### config.mk
export PLATFORM = sky130hd
export DESIGN_NAME = ct_port_arb_flat
export DESIGN_NICKNAME = d
export VERILOG_FILES = /design/src/rtl/ct_port_arb_if.sv /design/src/rtl/ct_port_arb.sv /design/src/flat_wrapper.sv
export SDC_FILE = /design/constraint.sdc
export NUM_CORES = 1
export LEC_CHECK = 0
export ABC_AREA = 1
export ABC_CLOCK_PERIOD_IN_PS = 4700
export CELL_PAD_IN_SITES_DETAIL_PLACEMENT = 0
export CELL_PAD_IN_SITES_GLOBAL_PLACEMENT = 2
export CORE_AREA = 2 2 95 78
export DETAILED_ROUTE_END_ITERATION = 8
export DIE_AREA = 0 0 97 80
export PLACE_DENSITY_LB_ADDON = 0.3
export SLEW_MARGIN = 20
export SYNTH_ARGS = -nofsm -noshare
export SYNTH_HDL_FRONTEND = slang
export SYNTH_SLANG_ARGS = --single-unit
### constraint.sdc
create_clock -name clk -period 4.7 [get_ports clk]
set_input_delay 0.47 -clock clk [delete_from_list [all_inputs] [get_ports clk]]
set_output_delay 0.47 -clock clk [all_outputs]
set_load 0.03 [all_outputs]
### src/rtl/ct_port_arb_if.sv
// ---------------------------------------------------------------------------
// ct_port_arb_if
// Bundle of the requester-facing and memory-facing signals of ct_port_arb.
//
//   req        [N-1:0]   per-requester read request
//   lock       [N-1:0]   per-requester hold-ownership request
//   addr       [8*N-1:0] flattened request addresses, requester i at [8*i+7:8*i]
//   gnt        [N-1:0]   one-hot grant
//   rvalid     [N-1:0]   one-hot read-data-valid
//   rdata      [7:0]     read data broadcast to all requesters
//   mem_addr   [7:0]     address to the shared ct_mem read port
//   mem_rddata [7:0]     data returned by ct_mem
//
// slave  : the arbiter side.
// master : the environment side (requesters plus the memory model).
// ---------------------------------------------------------------------------
interface ct_port_arb_if #(
    parameter int N = 4
);
    logic [N-1:0]   req;
    logic [N-1:0]   lock;
    logic [8*N-1:0] addr;
    logic [N-1:0]   gnt;
    logic [N-1:0]   rvalid;
    logic [7:0]     rdata;
    logic [7:0]     mem_addr;
    logic [7:0]     mem_rddata;

    modport slave (
        input  req, lock, addr, mem_rddata,
        output gnt, rvalid, rdata, mem_addr
    );

    modport master (
        output req, lock, addr, mem_rddata,
        input  gnt, rvalid, rdata, mem_addr
    );
endinterface

### src/rtl/ct_port_arb.sv
// ---------------------------------------------------------------------------
// ct_port_arb
// Round-robin arbiter sharing one ct_mem read port between N crack engines,
// with an optional lock that lets the current owner keep the port, and a
// grant-tag pipeline that routes returning data back to the right requester.
//
//   clk    : clock, all state updates on the rising edge
//   rst_n  : asynchronous active-low reset
//   bus    : ct_port_arb_if.slave (req/lock/addr in, gnt/rvalid/rdata out,
//            mem_addr out, mem_rddata in)
//
// Parameters: N requesters (2..8), LAT memory read latency in cycles (1..3).
// ---------------------------------------------------------------------------
module ct_port_arb #(
    parameter int N   = 4,
    parameter int LAT = 1
) (
    input  logic           clk,
    input  logic           rst_n,
    ct_port_arb_if.slave   bus
);
    localparam int IW = (N > 1) ? $clog2(N) : 1;

    typedef enum logic {
        ARB    = 1'b0,
        LOCKED = 1'b1
    } state_t;

    state_t         state_q, state_d;
    logic [IW-1:0]  rr_ptr_q, rr_ptr_d;
    logic [IW-1:0]  owner_q, owner_d;

    logic           pick_valid;
    logic [IW-1:0]  pick_idx;
    logic           hold_lock;
    logic           grant_valid;
    logic [IW-1:0]  grant_idx;

    logic [LAT-1:0] tag_valid_q;
    logic [IW-1:0]  tag_idx_q [LAT];

    // Round-robin pick: scanning from the highest offset down means the
    // last hit written is the lowest offset from rr_ptr, i.e. the first
    // requester found scanning upward with wrap.
    always_comb begin
        logic [IW-1:0] cand;
        cand       = '0;
        pick_valid = 1'b0;
        pick_idx   = '0;
        for (int k = N - 1; k >= 0; k--) begin
            cand = IW'((int'(rr_ptr_q) + k) % N);
            if (bus.req[cand]) begin
                pick_valid = 1'b1;
                pick_idx   = cand;
            end
        end
    end

    // The owner keeps the port only while its lock stays high; the cycle it
    // drops lock is arbitrated normally.
    assign hold_lock = (state_q == LOCKED) && bus.lock[owner_q];

    // State register
    always_ff @(posedge clk or negedge rst_n) begin
        if (!rst_n) begin
            state_q  <= ARB;
            rr_ptr_q <= '0;
            owner_q  <= '0;
        end else begin
            state_q  <= state_d;
            rr_ptr_q <= rr_ptr_d;
            owner_q  <= owner_d;
        end
    end

    // Next-state logic
    always_comb begin
        state_d  = state_q;
        rr_ptr_d = rr_ptr_q;
        owner_d  = owner_q;
        if (!hold_lock) begin
            state_d = ARB;
            if (grant_valid) begin
                rr_ptr_d = (int'(grant_idx) == N - 1) ? '0 : grant_idx + 1'b1;
                if (bus.lock[grant_idx]) begin
                    state_d = LOCKED;
                    owner_d = grant_idx;
                end
            end
        end
    end

    // Output logic: grant and memory address. Gated by rst_n so the port is
    // quiet for the whole reset period, not just after the first edge.
    always_comb begin
        grant_valid = 1'b0;
        grant_idx   = owner_q;
        if (hold_lock) begin
            grant_valid = bus.req[owner_q];
        end else begin
            grant_valid = pick_valid;
            grant_idx   = pick_idx;
        end
        if (!rst_n) begin
            grant_valid = 1'b0;
        end
        bus.gnt = '0;
        if (grant_valid) begin
            bus.gnt[grant_idx] = 1'b1;
        end
        bus.mem_addr = grant_valid ? bus.addr[int'(grant_idx) * 8 +: 8] : 8'h00;
    end

    // Grant-tag pipeline: stage LAT-1 lines up with mem_rddata for the
    // access granted LAT cycles earlier. Reset wipes in-flight tags.
    always_ff @(posedge clk or negedge rst_n) begin
        if (!rst_n) begin
            for (int s = 0; s < LAT; s++) begin
                tag_valid_q[s] <= 1'b0;
                tag_idx_q[s]   <= '0;
            end
        end else begin
            tag_valid_q[0] <= grant_valid;
            tag_idx_q[0]   <= grant_idx;
            for (int s = 1; s < LAT; s++) begin
                tag_valid_q[s] <= tag_valid_q[s-1];
                tag_idx_q[s]   <= tag_idx_q[s-1];
            end
        end
    end

    genvar gi;
    generate
        for (gi = 0; gi < N; gi++) begin : g_rvalid
            assign bus.rvalid[gi] = tag_valid_q[LAT-1] && (tag_idx_q[LAT-1] == IW'(gi));
        end
    endgenerate

    // Forced to zero when idle so rdata is never X, even if memory is.
    assign bus.rdata = tag_valid_q[LAT-1] ? bus.mem_rddata : 8'h00;

endmodule

### src/flat_wrapper.sv
// flat-port wrapper written by rule: the top's interface ports become plain ports
module ct_port_arb_flat 
#(
    parameter int N   = 4,
    parameter int LAT = 1
)
  (clk, rst_n, bus_req, bus_lock, bus_addr, bus_mem_rddata, bus_gnt, bus_rvalid, bus_rdata, bus_mem_addr);
  ct_port_arb_if #(.N(N)) bus_i ();
  input  logic clk;
  input  logic rst_n;
  input wire logic [$bits(bus_i.req)-1:0] bus_req;
  input wire logic [$bits(bus_i.lock)-1:0] bus_lock;
  input wire logic [$bits(bus_i.addr)-1:0] bus_addr;
  input wire logic [$bits(bus_i.mem_rddata)-1:0] bus_mem_rddata;
  output wire logic [$bits(bus_i.gnt)-1:0] bus_gnt;
  output wire logic [$bits(bus_i.rvalid)-1:0] bus_rvalid;
  output wire logic [$bits(bus_i.rdata)-1:0] bus_rdata;
  output wire logic [$bits(bus_i.mem_addr)-1:0] bus_mem_addr;
  assign bus_i.req = bus_req;
  assign bus_i.lock = bus_lock;
  assign bus_i.addr = bus_addr;
  assign bus_i.mem_rddata = bus_mem_rddata;
  assign bus_gnt = bus_i.gnt;
  assign bus_rvalid = bus_i.rvalid;
  assign bus_rdata = bus_i.rdata;
  assign bus_mem_addr = bus_i.mem_addr;
  ct_port_arb #(.N(N), .LAT(LAT)) u_core (.clk(clk), .rst_n(rst_n), .bus(bus_i));
endmodule
# Word-level counts from Yosys, hierarchy flattened
# Index checks and enable logic that the tools add are counted.
# word_totals
reg_bits	8
latch_bits	0
mem_bits_rw	0
rom_bits	0
output_inout_bits	24
word_cells	64
memories	0
# classes
add_sub_neg	4
n_mul	0
div_mod_pow	0
order_cmp	7
eq_ne	4
shift	1
n_mux	33
n_bitwise	1
reduce_logical	9
# op_table
operator	n
variable part select 32 x 6 -> 8 bit	1
less-than comparator 2 x 3 -> 1 bit (second input constant)	6
2-to-1 mux 1 bit	16
2-to-1 mux 8 bit	2
binary-select mux 1 bit (select 2 bit)	7
2-to-1 mux 2 bit	6
logical AND 1 bit	6
adder 2 x 1 -> 2 bit (second input constant)	2
adder 2 bit (second input constant)	2
equality test 2 x 1 -> 1 bit (second input constant)	2
equality test 2 bit (second input constant)	2
2-to-1 mux 4 bit	1
AND reduction 3 bit	1
demux 1 bit (select 2 bit)	1
greater-or-equal comparator 2 x 1 -> 1 bit (second input constant)	1
logical NOT 2 bit	1
AND reduction 2 bit	1
NOT 1 bit	1

# Depth between registers and ports, before layout
# logic_depth
depth_word	13
depth_mapped	16
depth_no_buf	15

# Least setup slack after synthesis
# Ideal clock, no wire load.
# synth_timing
path_type	in2out
start	input port bus_req[3]
end	output port bus_gnt[0]
arrival_ps	1947
slack_ps	2283
cell_stages	15
n_path_buf	1
cell_sequence	inv_1 nand2_1 nand3_2 nand2_1 inv_1 nand2_2 nand2_2 nand2_2 nand3_2 nand2_4 buf_6 inv_1 ha_1 inv_1 nor2_1
# synth_via
elab_chain_len	12
# synth_rtl
element	line_no	rtl
start, declared	flat_wrapper.sv:11	input wire logic [$bits(bus_i.req)-1:0] bus_req;
binary-select mux 1 bit (select 2 bit)	ct_port_arb.sv:52	if (bus.req[cand]) begin
2-to-1 mux 1 bit (implied by the code)	ct_port_arb.sv:52	
2-to-1 mux 2 bit (4 in series)	ct_port_arb.sv:52	
2-to-1 mux 2 bit	ct_port_arb.sv:98	if (hold_lock) begin
less-than comparator 2 x 3 -> 1 bit (implied by the code) / greater-or-equal comparator 2 x 1 -> 1 bit (equally long branches)	ct_port_arb.sv:109	bus.gnt[grant_idx] = 1'b1;
logical AND 1 bit (implied by the code)	ct_port_arb.sv:109	
2-to-1 mux 1 bit (implied by the code)	ct_port_arb.sv:109	
demux 1 bit (select 2 bit)	--	
2-to-1 mux 4 bit (*)	ct_port_arb.sv:108	if (grant_valid) begin
end, declared	flat_wrapper.sv:15	output wire logic [$bits(bus_i.gnt)-1:0] bus_gnt;
# Mark *: on every way between the ends. The rest lies on a longest branch, timed or not. The select of a mux whose other input is x is not followed.

# Worst setup path in the final report
# layout_timing
start	input port bus_lock[0]
end	output port bus_gnt[3]
# layout_via
elab_chain_len	9
# layout_rtl
element	line_no	rtl
start, declared	flat_wrapper.sv:12	input wire logic [$bits(bus_i.lock)-1:0] bus_lock;
binary-select mux 1 bit (select 2 bit) (*)	ct_port_arb.sv:61	assign hold_lock = (state_q == LOCKED) && bus.lock[owner_q];
2-to-1 mux 1 bit (implied by the code) (*)	ct_port_arb.sv:61	
logical AND 1 bit (*)	ct_port_arb.sv:61	
2-to-1 mux 2 bit	ct_port_arb.sv:98	
less-than comparator 2 x 3 -> 1 bit (implied by the code) / greater-or-equal comparator 2 x 1 -> 1 bit (equally long branches)	ct_port_arb.sv:109	
logical AND 1 bit (implied by the code)	ct_port_arb.sv:109	
2-to-1 mux 1 bit (implied by the code)	ct_port_arb.sv:109	
demux 1 bit (select 2 bit)	--	
2-to-1 mux 4 bit (*)	ct_port_arb.sv:108	
# Marked as above.

==> run_summary.xml <==
<?xml version="1.0" encoding="UTF-8"?>
<metrics>
  <group name="flow_run">
    <metric name="drv_cap" unit="">0</metric>
  </group>
  <group name="setup_path">
    <metric name="worst_path_largest_cell_delay" unit="ns">0.61</metric>
    <metric name="r2r_cells" unit="">11</metric>
    <metric name="worst_setup_path_start_kind" unit="">primary input</metric>
    <metric name="worstReg2RegStart" unit="">u_core.owner_q[0]$_DFFE_PN0P_</metric>
    <metric name="critical_path_class" unit="">primary input to output port</metric>
    <metric name="cp_slowest_cell" unit="">clkdlybuf4s50_1</metric>
    <metric name="worstPathRequired" unit="ns">4.23</metric>
    <metric name="r2r_slack" unit="ns">2.24</metric>
    <metric name="cp.buffers_inverters" unit="">4</metric>
    <metric name="crit_path_end_kind" unit="">output port</metric>
    <metric name="cpMostUsedCell" unit="">nor2_1</metric>
    <metric name="startpoint" unit="">bus_lock[0]</metric>
    <metric name="crit_cells" unit="">12</metric>
    <metric name="path_cells" unit="">clkdlybuf4s50_1 &gt; nor2_1 &gt; nor2_1 &gt; o21ai_1 &gt; nand2_1 &gt; nand2_4 &gt; o21ai_2 &gt; inv_1 &gt; ha_1 &gt; inv_1 &gt; nor2_1 &gt; clkdlybuf4s50_1</metric>
    <metric name="cp_data_arrival_time" unit="ns">3.25</metric>
    <metric name="worst_path_dominant_cell_family" unit="">buffers and inverters</metric>
    <metric name="timing.critical_path.fanout_max" unit="">13</metric>
    <metric name="crit-reg2reg-capture" unit="">u_core.rr_ptr_q[1]$_DFFE_PN0P_</metric>
  </group>
  <group name="clock_network">
    <metric name="cts_post_setup_buffers_inserted" unit="">0</metric>
    <metric name="tritoncts.num_buffers" unit="">3</metric>
    <metric name="cts_tree" unit="">done</metric>
    <metric name="cts.sink_count" unit="">8</metric>
    <metric name="cts.clk_slew.worst_paths" unit="ns">0.05</metric>
    <metric name="cts_buffer_depth" unit="">2</metric>
    <metric name="htreeDepth" unit="">1</metric>
    <metric name="cts_hold_buf" unit="">0</metric>
    <metric name="cts_repair_resize_count" unit="">0</metric>
    <metric name="clock_latency" unit="ns">0.23</metric>
    <metric name="ctsRootBufferMaster" unit="">clkbuf_8</metric>
  </group>
  <group name="synth">
    <metric name="syn_inst" unit="">205</metric>
    <metric name="synth_top_cells_by_area" unit="">nand2_1 (20%), dfrtp_1 (17%), inv_1 (13%)</metric>
    <metric name="syn_nets" unit="">259</metric>
    <metric name="yosysTopAreaCellShare" unit="%">20.4</metric>
    <metric name="synth_seq_area_share" unit="%">16.7</metric>
    <metric name="synthesis.area_per_instance" unit="µm²">5.83</metric>
    <metric name="synth_cell_type_count" unit="">24</metric>
    <metric name="post_synthesis_register_bit_count" unit="">8</metric>
    <metric name="synth_area_leader_cell" unit="">nand2_1</metric>
    <metric name="yosys_warnings" unit="">0</metric>
    <metric name="synth_area" unit="µm²">1200</metric>
  </group>
  <group name="global_route">
    <metric name="gr-usage-all-layers" unit="%">9.60</metric>
    <metric name="grt_start_max_net_pins" unit="">39</metric>
    <metric name="grt.overflow.total" unit="">0</metric>
    <metric name="antenna_found_initial" unit="">0</metric>
    <metric name="grt_pass1_wl" unit="mm">6.22</metric>
    <metric name="grt_pass1_vias" unit="">1313</metric>
  </group>
  <group name="timing">
    <metric name="period_needed" unit="ns">3.72</metric>
    <metric name="max_freq" unit="GHz">0.269</metric>
    <metric name="setup_violations" unit="">0</metric>
    <metric name="post_route_clock_period_utilization" unit="%">79.2</metric>
    <metric name="slew_headroom" unit="%">60.7</metric>
    <metric name="totalNegativeSetupSlack" unit="ns">0</metric>
    <metric name="report.final.hold_viol_count" unit="">0</metric>
    <metric name="clock-skew-final" unit="ns">0.0107</metric>
    <metric name="rsz_0062_raised_after_global_routing" unit="">false</metric>
    <metric name="tightestPinTransition" unit="ns">0.590</metric>
    <metric name="final_max_slew_viol_count" unit="">0</metric>
  </group>
  <group name="pwr">
    <metric name="p_total" unit="mW">1.47</metric>
    <metric name="seq_power_share" unit="%">10.6</metric>
    <metric name="vdd.ir_drop.worst" unit="mV">0.392</metric>
    <metric name="clock_power_share" unit="%">5.8</metric>
    <metric name="p_leak" unit="nW">0.984</metric>
    <metric name="switchingPower" unit="mW">0.859</metric>
    <metric name="combPwrFrac" unit="%">83.6</metric>
    <metric name="power.share.switching" unit="%">58.4</metric>
    <metric name="p_int" unit="mW">0.611</metric>
    <metric name="cellPowerDensity" unit="nW/µm²">733</metric>
  </group>
  <group name="placement">
    <metric name="place_hpwl" unit="mm">3.13</metric>
    <metric name="final_weighted_congestion_of_routability_driven_global_placement" unit="">0.721</metric>
    <metric name="io_buffer_count" unit="">73</metric>
  </group>
  <group name="detailed_routing">
    <metric name="route.detailed.drc" unit="">0</metric>
    <metric name="detail_route.wirelength" unit="mm">3.82</metric>
    <metric name="drt_first_pass_iters" unit="">4</metric>
    <metric name="avgViaCountPerCell" unit="">3.99</metric>
    <metric name="vias" unit="">1438</metric>
    <metric name="detailedRoute.firstIterationViolations" unit="">47</metric>
    <metric name="routed_wire_length_per_instance" unit="µm">10.6</metric>
    <metric name="detail-route-antenna-nets" unit="">0</metric>
  </group>
  <group name="status">
    <metric name="outcome" unit="">finished clean</metric>
  </group>
  <group name="layout">
    <metric name="antenna_cells_inserted" unit="">0</metric>
    <metric name="nNetsFinal" unit="">329</metric>
    <metric name="fraction_of_final_layout_cells_sized_beyond_drive_strength_1" unit="%">7.69</metric>
    <metric name="layout-area-overhead-vs-synth" unit="%">67.6</metric>
  </group>
  <group name="floorplanning">
    <metric name="core_region_area" unit="µm²">6790</metric>
    <metric name="die_width" unit="µm">97</metric>
    <metric name="start_util" unit="%">17.6</metric>
    <metric name="design.die.area" unit="µm²">7760</metric>
    <metric name="std_cell_rows" unit="">27</metric>
    <metric name="top_level_ports" unit="">74</metric>
    <metric name="floorplan.die.height" unit="µm">80</metric>
  </group>
  <group name="min_path">
    <metric name="hold_path_class" unit="">primary input to async pin</metric>
  </group>
</metrics>
## routing by layer
metal,GRT usage (%),wire length (µm),up-vias
met3,2.71,200,0
li1,-,-,785
met4,0.845,0,0
met2,15.6,1710,36
met1,13.2,1910,617
met5,0,0,-
## area by class of cell
type / count / area [µm²]
repair buffers: 73 / 731
fillers: 768 / 4790
inverters: 46 / 178
multi-input cells: 143 / 746
flip-flops and latches: 8 / 200
well taps: 87 / 109
clock buffers: 3 / 41.3
## state kept, by name, summed over array words and instances, names as in the netlist
register            flops
u_core.owner_q          2
u_core.tag_valid_q      1
u_core.tag_idx_q        2
u_core.state_q          1
u_core.rr_ptr_q         2
## how the worst max path moves through the flow
stage,to
floorplan,bus_gnt[0]
finish,bus_gnt[3]
detailed placement,bus_gnt[3]
global placement,bus_gnt[3]
global route,bus_gnt[3]
CTS,bus_gnt[3]
## cell families after synthesis
| family | share of synthesized area [%] |
|---|---|
| buffers and inverters | 20.9 |
| flip-flops | 16.7 |
| adder cells (fa/ha/maj) | 4.18 |
| AO/OA/AOI/OAI | 17.8 |
| AND/OR/NAND/NOR | 40.4 |
## power by group through the flow
| stage | combinational [mW] | sequential (mW) | clock [mW] |
|---|---|---|---|
| 6_report | 1.23 | 0.156 | 0.0848 |
| 5_1_grt | 1.38 | 0.167 | 0.0888 |
| 4_1_cts | 1.25 | 0.159 | 0.0869 |
| 3_5_place_dp | 1.24 | 0.160 | 0 |
| 3_3_place_gp | 1.26 | 0.163 | 0 |
| 2_1_floorplan | 0.984 | 0.130 | 0 |
## metrics by stage
step                instances  worst slack, ns  util [%]  hold WS [ns]  cell area, µm²
floorplan                 205             2.28         -         0.174            1200
global placement          357            0.964      28.9         0.555            1960
detailed placement        357            0.918      28.9         0.543            1960
finish                    360            0.976      29.5         0.526            2000
CTS                       360            0.911      29.5         0.549            2000
global route              360            0.647      29.5         0.578            2000
## cells in the final DEF (no fill, tap or decap), drive strengths merged
cell type / Yosys / final
nand3b: 1 / 1
o211ai: 16 / 16
inv: 46 / 46
a21oi: 9 / 9
dfrtp: 8 / 8
nand2: 71 / 71
clkdlybuf4s50: 0 / 73
nand3: 18 / 18
o21ai: 8 / 8
clkbuf: 1 / 3
ha: 4 / 4
nand4: 2 / 2
nor2: 9 / 9
nor3: 5 / 5
## Yosys cell counts (all sizes together)
library cell and count:
a21oi 9, nand4 2, o21ai 8, nor3 5, o211ai 16, nor2 9
ha 4, inv 46, dfrtp 8, nand3 18, nand3b 1, nand2 71
buf 7, clkbuf 1
Note: power is estimated with default switching activity, not from simulation.
